--- src/rtl/mext_dispatch.sv ---
// M-extension issue stage: registers one MUL/DIV request, resolves trivial cases locally and
// otherwise hands the operands to the multiplier or divider, then holds the result for the consumer.

`ifndef MUL_OP_WIDTH
`define MUL_OP_WIDTH 2
`endif
`ifndef MUL_OP_MUL
`define MUL_OP_MUL   2'd0
`endif
`ifndef MUL_OP_MULH
`define MUL_OP_MULH  2'd1
`endif
`ifndef MUL_OP_MULSU
`define MUL_OP_MULSU 2'd2
`endif
`ifndef MUL_OP_MULU
`define MUL_OP_MULU  2'd3
`endif
`ifndef DIV_OP_WIDTH
`define DIV_OP_WIDTH 2
`endif
`ifndef DIV_OP_DIV
`define DIV_OP_DIV   2'd0
`endif
`ifndef DIV_OP_DIVU
`define DIV_OP_DIVU  2'd1
`endif
`ifndef DIV_OP_REM
`define DIV_OP_REM   2'd2
`endif
`ifndef DIV_OP_REMU
`define DIV_OP_REMU  2'd3
`endif

module mext_dispatch #(
  parameter bit SHORTCUT_DIV  = 1'b1,
  parameter bit SHORTCUT_MUL0 = 1'b1
) (
  input  logic                      clk,
  input  logic                      resetn,
  input  logic                      req_valid,
  output logic                      req_ready,
  input  logic [2:0]                req_funct3,
  input  logic [31:0]               req_rs1,
  input  logic [31:0]               req_rs2,
  output logic                      rsp_valid,
  input  logic                      rsp_ready,
  output logic [31:0]               rsp_data,
  output logic                      busy,
  output logic                      mul_valid,
  output logic [`MUL_OP_WIDTH-1:0]  mul_op,
  output logic [31:0]               mul_factor1,
  output logic [31:0]               mul_factor2,
  input  logic [31:0]               mul_product,
  input  logic                      mul_ready,
  output logic                      div_valid,
  output logic [`DIV_OP_WIDTH-1:0]  div_op,
  output logic [31:0]               div_dividend,
  output logic [31:0]               div_divisor,
  input  logic [31:0]               div_result,
  input  logic                      div_ready
);

  localparam logic [1:0] StIdle = 2'd0;
  localparam logic [1:0] StExec = 2'd1;
  localparam logic [1:0] StResp = 2'd2;

  logic [1:0]                 state_q, state_d;
  logic [31:0]                rs1_q, rs1_d;
  logic [31:0]                rs2_q, rs2_d;
  logic [`MUL_OP_WIDTH-1:0]   mul_op_q, mul_op_d;
  logic [`DIV_OP_WIDTH-1:0]   div_op_q, div_op_d;
  logic                       mul_valid_q, mul_valid_d;
  logic                       div_valid_q, div_valid_d;
  logic [31:0]                rsp_data_q, rsp_data_d;

  logic                       is_div;
  logic                       div_zero;
  logic                       div_ovf;
  logic                       mul_zero;
  logic                       sc_hit;
  logic [31:0]                sc_data;

  // Locally resolvable cases; values match what a spec-compliant unit would return.
  always_comb begin
    is_div   = req_funct3[2];
    div_zero = (req_rs2 == 32'h0);
    div_ovf  = !req_funct3[0] && (req_rs1 == 32'h8000_0000) && (req_rs2 == 32'hFFFF_FFFF);
    mul_zero = (req_rs1 == 32'h0) || (req_rs2 == 32'h0);
    sc_hit   = 1'b0;
    sc_data  = 32'h0;
    if (is_div && SHORTCUT_DIV) begin
      if (div_zero) begin
        sc_hit  = 1'b1;
        sc_data = req_funct3[1] ? req_rs1 : 32'hFFFF_FFFF;
      end else if (div_ovf) begin
        sc_hit  = 1'b1;
        sc_data = req_funct3[1] ? 32'h0 : 32'h8000_0000;
      end
    end else if (!is_div && SHORTCUT_MUL0 && mul_zero) begin
      sc_hit  = 1'b1;
      sc_data = 32'h0;
    end
  end

  always_comb begin
    state_d     = state_q;
    rs1_d       = rs1_q;
    rs2_d       = rs2_q;
    mul_op_d    = mul_op_q;
    div_op_d    = div_op_q;
    mul_valid_d = mul_valid_q;
    div_valid_d = div_valid_q;
    rsp_data_d  = rsp_data_q;
    unique case (state_q)
      StIdle: begin
        if (req_valid) begin
          rs1_d = req_rs1;
          rs2_d = req_rs2;
          if (is_div) begin
            unique case (req_funct3[1:0])
              2'd0:    div_op_d = `DIV_OP_DIV;
              2'd1:    div_op_d = `DIV_OP_DIVU;
              2'd2:    div_op_d = `DIV_OP_REM;
              default: div_op_d = `DIV_OP_REMU;
            endcase
          end else begin
            unique case (req_funct3[1:0])
              2'd0:    mul_op_d = `MUL_OP_MUL;
              2'd1:    mul_op_d = `MUL_OP_MULH;
              2'd2:    mul_op_d = `MUL_OP_MULSU;
              default: mul_op_d = `MUL_OP_MULU;
            endcase
          end
          if (sc_hit) begin
            rsp_data_d = sc_data;
            state_d    = StResp;
          end else begin
            mul_valid_d = !is_div;
            div_valid_d = is_div;
            state_d     = StExec;
          end
        end
      end
      StExec: begin
        // A ready from the unit that was not launched is ignored.
        if (mul_valid_q && mul_ready) begin
          rsp_data_d  = mul_product;
          mul_valid_d = 1'b0;
          state_d     = StResp;
        end else if (div_valid_q && div_ready) begin
          rsp_data_d  = div_result;
          div_valid_d = 1'b0;
          state_d     = StResp;
        end
      end
      StResp: begin
        if (rsp_ready) state_d = StIdle;
      end
      default: begin
        state_d     = StIdle;
        mul_valid_d = 1'b0;
        div_valid_d = 1'b0;
      end
    endcase
  end

  always_ff @(posedge clk or negedge resetn) begin
    if (!resetn) begin
      state_q     <= StIdle;
      rs1_q       <= 32'h0;
      rs2_q       <= 32'h0;
      mul_op_q    <= '0;
      div_op_q    <= '0;
      mul_valid_q <= 1'b0;
      div_valid_q <= 1'b0;
      rsp_data_q  <= 32'h0;
    end else begin
      state_q     <= state_d;
      rs1_q       <= rs1_d;
      rs2_q       <= rs2_d;
      mul_op_q    <= mul_op_d;
      div_op_q    <= div_op_d;
      mul_valid_q <= mul_valid_d;
      div_valid_q <= div_valid_d;
      rsp_data_q  <= rsp_data_d;
    end
  end

  assign req_ready    = (state_q == StIdle);
  assign busy         = (state_q != StIdle);
  assign rsp_valid    = (state_q == StResp);
  assign rsp_data     = rsp_data_q;
  assign mul_valid    = mul_valid_q;
  assign mul_op       = mul_op_q;
  assign mul_factor1  = rs1_q;
  assign mul_factor2  = rs2_q;
  assign div_valid    = div_valid_q;
  assign div_op       = div_op_q;
  assign div_dividend = rs1_q;
  assign div_divisor  = rs2_q;

endmodule

--- config.mk ---
export PLATFORM = sky130hd
export DESIGN_NAME = mext_dispatch
export DESIGN_NICKNAME = d
export VERILOG_FILES = /design/src/rtl/mext_dispatch.sv
export SDC_FILE = /design/constraint.sdc
export NUM_CORES = 1
export LEC_CHECK = 0
export ABC_AREA = 1
export CORE_ASPECT_RATIO = 1.4
export CORE_MARGIN = 3
export CORE_UTILIZATION = 43
export DETAILED_ROUTE_END_ITERATION = 10
export GPL_TIMING_DRIVEN = 0
export MAX_ROUTING_LAYER = met4
export PLACE_DENSITY = 0.87
export SLEW_MARGIN = 20
export SYNTH_ARGS = -nofsm -noshare
export SYNTH_HDL_FRONTEND = slang
export SYNTH_SLANG_ARGS = --single-unit
--- constraint.sdc ---
create_clock -name clk -period 3 [get_ports clk]
set_input_delay 0.45 -clock clk [delete_from_list [all_inputs] [get_ports clk]]
set_output_delay 0.45 -clock clk [all_outputs]
set_load 0.01 [all_outputs]
==> flow_metrics.env <==
export IMPL_power_density_nw_per_um2=978
export IMPL_rsz0062_at_grt="false"
export IMPL_crit_type="input port to flip-flop"
export IMPL_setup_viol=0
export IMPL_numClockSinks=104
export IMPL_p_sw_w=0.00341
export IMPL_drc_errors=0
export IMPL_routed_wl_um=21200
export IMPL_dp_hpwl_um=17500
export IMPL_worstSetupStartpointType="input port"
export IMPL_fillers=1056
export IMPL_skew_ns=0.00744
export IMPL_vias=6244
export IMPL_power_w=0.00907
export IMPL_cpLargestDelayFamily="buffers and inverters"
export IMPL_nNetsFinal=1225
export IMPL_cts_htree_levels=3
export IMPL_slew_violations=0
export IMPL_cp_max_fo=10
export IMPL_hp_class="input port to async pin"
export IMPL_timing_final_hold_violations=0
export IMPL_cts_resized=0
export IMPL_max_freq_mhz=470
export IMPL_crit_arrival_ns=2.38
export IMPL_routed_via_density=5.01
export IMPL_grt_max_degree=56
export IMPL_start_util_pct=44.2
export IMPL_drive_gt1_share_pct=10.6
export IMPL_slowest_stage="clkdlybuf4s50_1"
export IMPL_synth_area_um2=5690
export IMPL_yosysWarningCount=0
export IMPL_cap_violations=0
export IMPL_cellLeakagePower_nw=4.41
export IMPL_die_area_um2=14700
export IMPL_async_reset_ff_share_pct=100
export IMPL_overflow=0
export IMPL_clk_pin_slew_worst_paths_ns=0.07
export IMPL_synth_avg_cell_area_um2=7.38
export IMPL_grt_pass1_wl_um=32300
export IMPL_die_x_um=103
export IMPL_peakVddDrop_uv=636
export IMPL_fin_crit_sh_pct=70.9
export IMPL_wl_met1_um=7710
export IMPL_synth_edf_count=0
export IMPL_wl_met3_um=1280
export IMPL_required_ns=3.25
export IMPL_period_minus_slack_ns=2.13
export IMPL_grt_pass1_vias=6124
export IMPL_wl_per_cell_um=17.0
export IMPL_synth_most_common_cell="nand2_1"
export IMPL_status="complete, no violations"
export IMPL_synth_largest_area_cell="dfrtp_1"
export IMPL_ys_seq_elements=104
export IMPL_postCtsSetupBuffers=0
export IMPL_highest_layer="met4"
export IMPL_finish_utilization_pct=72.0
export IMPL_root_buffer="clkbuf_16"
export IMPL_first_pass_iters=5
export IMPL_postRouteAntennaNets=0
export IMPL_first_iter_violations=256
export IMPL_met2_length_um=11500
export IMPL_endpoint_kind="flip-flop"
export IMPL_synthTopCellsByCount="nand2_1, dfrtp_1, buf_4"
export IMPL_clockPowerShare_pct=13.5
export IMPL_p_seq_share_pct=28.3
export IMPL_cts_tree="built"
export IMPL_die_y_um=142
export IMPL_path_cells="clkdlybuf4s50_1, nor2_1, nand2_1, nor2_1, nand2_1, nor2_2, clkbuf_1, a21oi_1, o21ai_1"
export IMPL_crit_buf_inv=2
export IMPL_p_int_w=0.00566
export IMPL_slowest_delay_ns=0.47
export IMPL_synth_fp_nets=908
export IMPL_ios=306
export IMPL_synthFlopType="dfrtp_1"
export IMPL_place_gp_congestion=0.915
export IMPL_row_count=49
export IMPL_coreArea_um2=12900
export IMPL_port_buffers=305
export IMPL_synth_area_leaders="dfrtp_1, nand2_1, buf_4"
export IMPL_relSlewSlack_pct=65.5
export IMPL_cts_buffer_depth=2
export IMPL_track_usage_pct=29.4
export IMPL_yosysSeqAreaShare_pct=45.8
export IMPL_ctsHoldBuffers=0
export IMPL_ys_types=24
export IMPL_combPwrFrac_pct=58.2
export IMPL_cts_buffers_inserted=9
export IMPL_yosysTopAreaCellShare_pct=45.8
export IMPL_worstMarginPinSlew_ns=0.518
export IMPL_synthCells=771
export IMPL_antenna_found_initial=1
export IMPL_p_sw_share_pct=37.6
export IMPL_syn2layout_area_growth_pct=63.0
export IMPL_clock_latency_ns=0.34
[per-stage QoR]
step | hold WS, ns | setup TNS [ns] | cells | area (um^2) | setup slack [ns]
floorplan | 0.154 | 0 | 771 | 5690 | 1.45
global placement | 0.461 | -260.58 | 1229 | 8930 | -2.51
detailed placement | 0.428 | 0 | 1230 | 8960 | 0.589
CTS | 0.0607 | 0 | 1245 | 9270 | 0.872
global route | 0.0816 | 0 | 1246 | 9270 | 0.709
finish | 0.0405 | 0 | 1246 | 9270 | 0.872
[layout make-up]
| type | count | area, um^2 | share of cell area [%] |
|---|---|---|---|
| sequential | 104 | 2600 | 28.1 |
| timing repair buffer | 306 | 3080 | 33.2 |
| tap | 153 | 191 | 2.07 |
| clock inverter | 2 | 37.5 | 0.405 |
| clock buffer | 13 | 270 | 2.92 |
| multi-input combinational | 516 | 2240 | 24.1 |
| antenna | 1 | 2.50 | 0.0270 |
| buffer | 101 | 659 | 7.11 |
| inverter | 50 | 188 | 2.02 |
[layer usage]
metal | vias up | GRT usage (%)
met5 | - | -
met4 | 0 | 12.3
met3 | 49 | 3.38
met2 | 295 | 52.1
met1 | 2883 | 32.9
li1 | 3017 | -
[cells in the final DEF, fill, tap and decap left out, drive strengths merged]
cell             n
a21boi           1
a21oi           27
buf             87
bufinv           1
clkbuf          29
clkdlybuf4s50  304
clkinvlp         1
dfrtp          104
diode            1
inv             50
nand2          295
nand3           60
nand4            5
nor2            55
nor3             1
o211ai          18
o21ai           53
or2              1
[cell families (layout without fill, tap and decap cells)]
logic type | after synthesis | in the layout | share of synthesized area [%]
flops | 104 | 104 | 45.8
other cells | 0 | 1 | 0
buf+inv | 151 | 472 | 14.9
compound gates | 99 | 99 | 9.55
simple gates | 417 | 417 | 29.8
[flip-flops by register name, summed over array words and instances (netlist names)]
signal	flops
state_q	2
rsp_data	32
div_op	2
mul_valid	1
mul_op	2
div_dividend	32
div_valid	1
div_divisor	32
[final timing paths]
kind,from,endpoint,slack [ns],depth (start not counted)
setup / recovery,req_rs2[19],rsp_data[16]$_DFFE_PN0P_,0.87,9
hold / removal,resetn,div_divisor[11]$_DFFE_PN0P_,0.04,1
hold reg to reg,rsp_data[3]$_DFFE_PN0P_,rsp_data[3]$_DFFE_PN0P_,0.48,2
setup reg to reg,state_q[0]$_DFFE_PN0P_,div_dividend[20]$_DFFE_PN0P_,1.18,8
min in group clk,rsp_data[3]$_DFFE_PN0P_,rsp_data[3]$_DFFE_PN0P_,0.48,2
max in group asynchronous,resetn,div_op[0]$_DFFE_PN0P_,2.32,2
[power by group through the flow]
stage	registers, W	logic, W	clock network, W
CTS	0.00256	0.00533	0.00124
global placement	0.00256	0.00518	0
floorplan	0.00276	0.00219	0
detailed placement	0.00258	0.00530	0
finish	0.00257	0.00528	0.00123
global route	0.00265	0.00573	0.00128
Power figures use the tool's default switching activity.
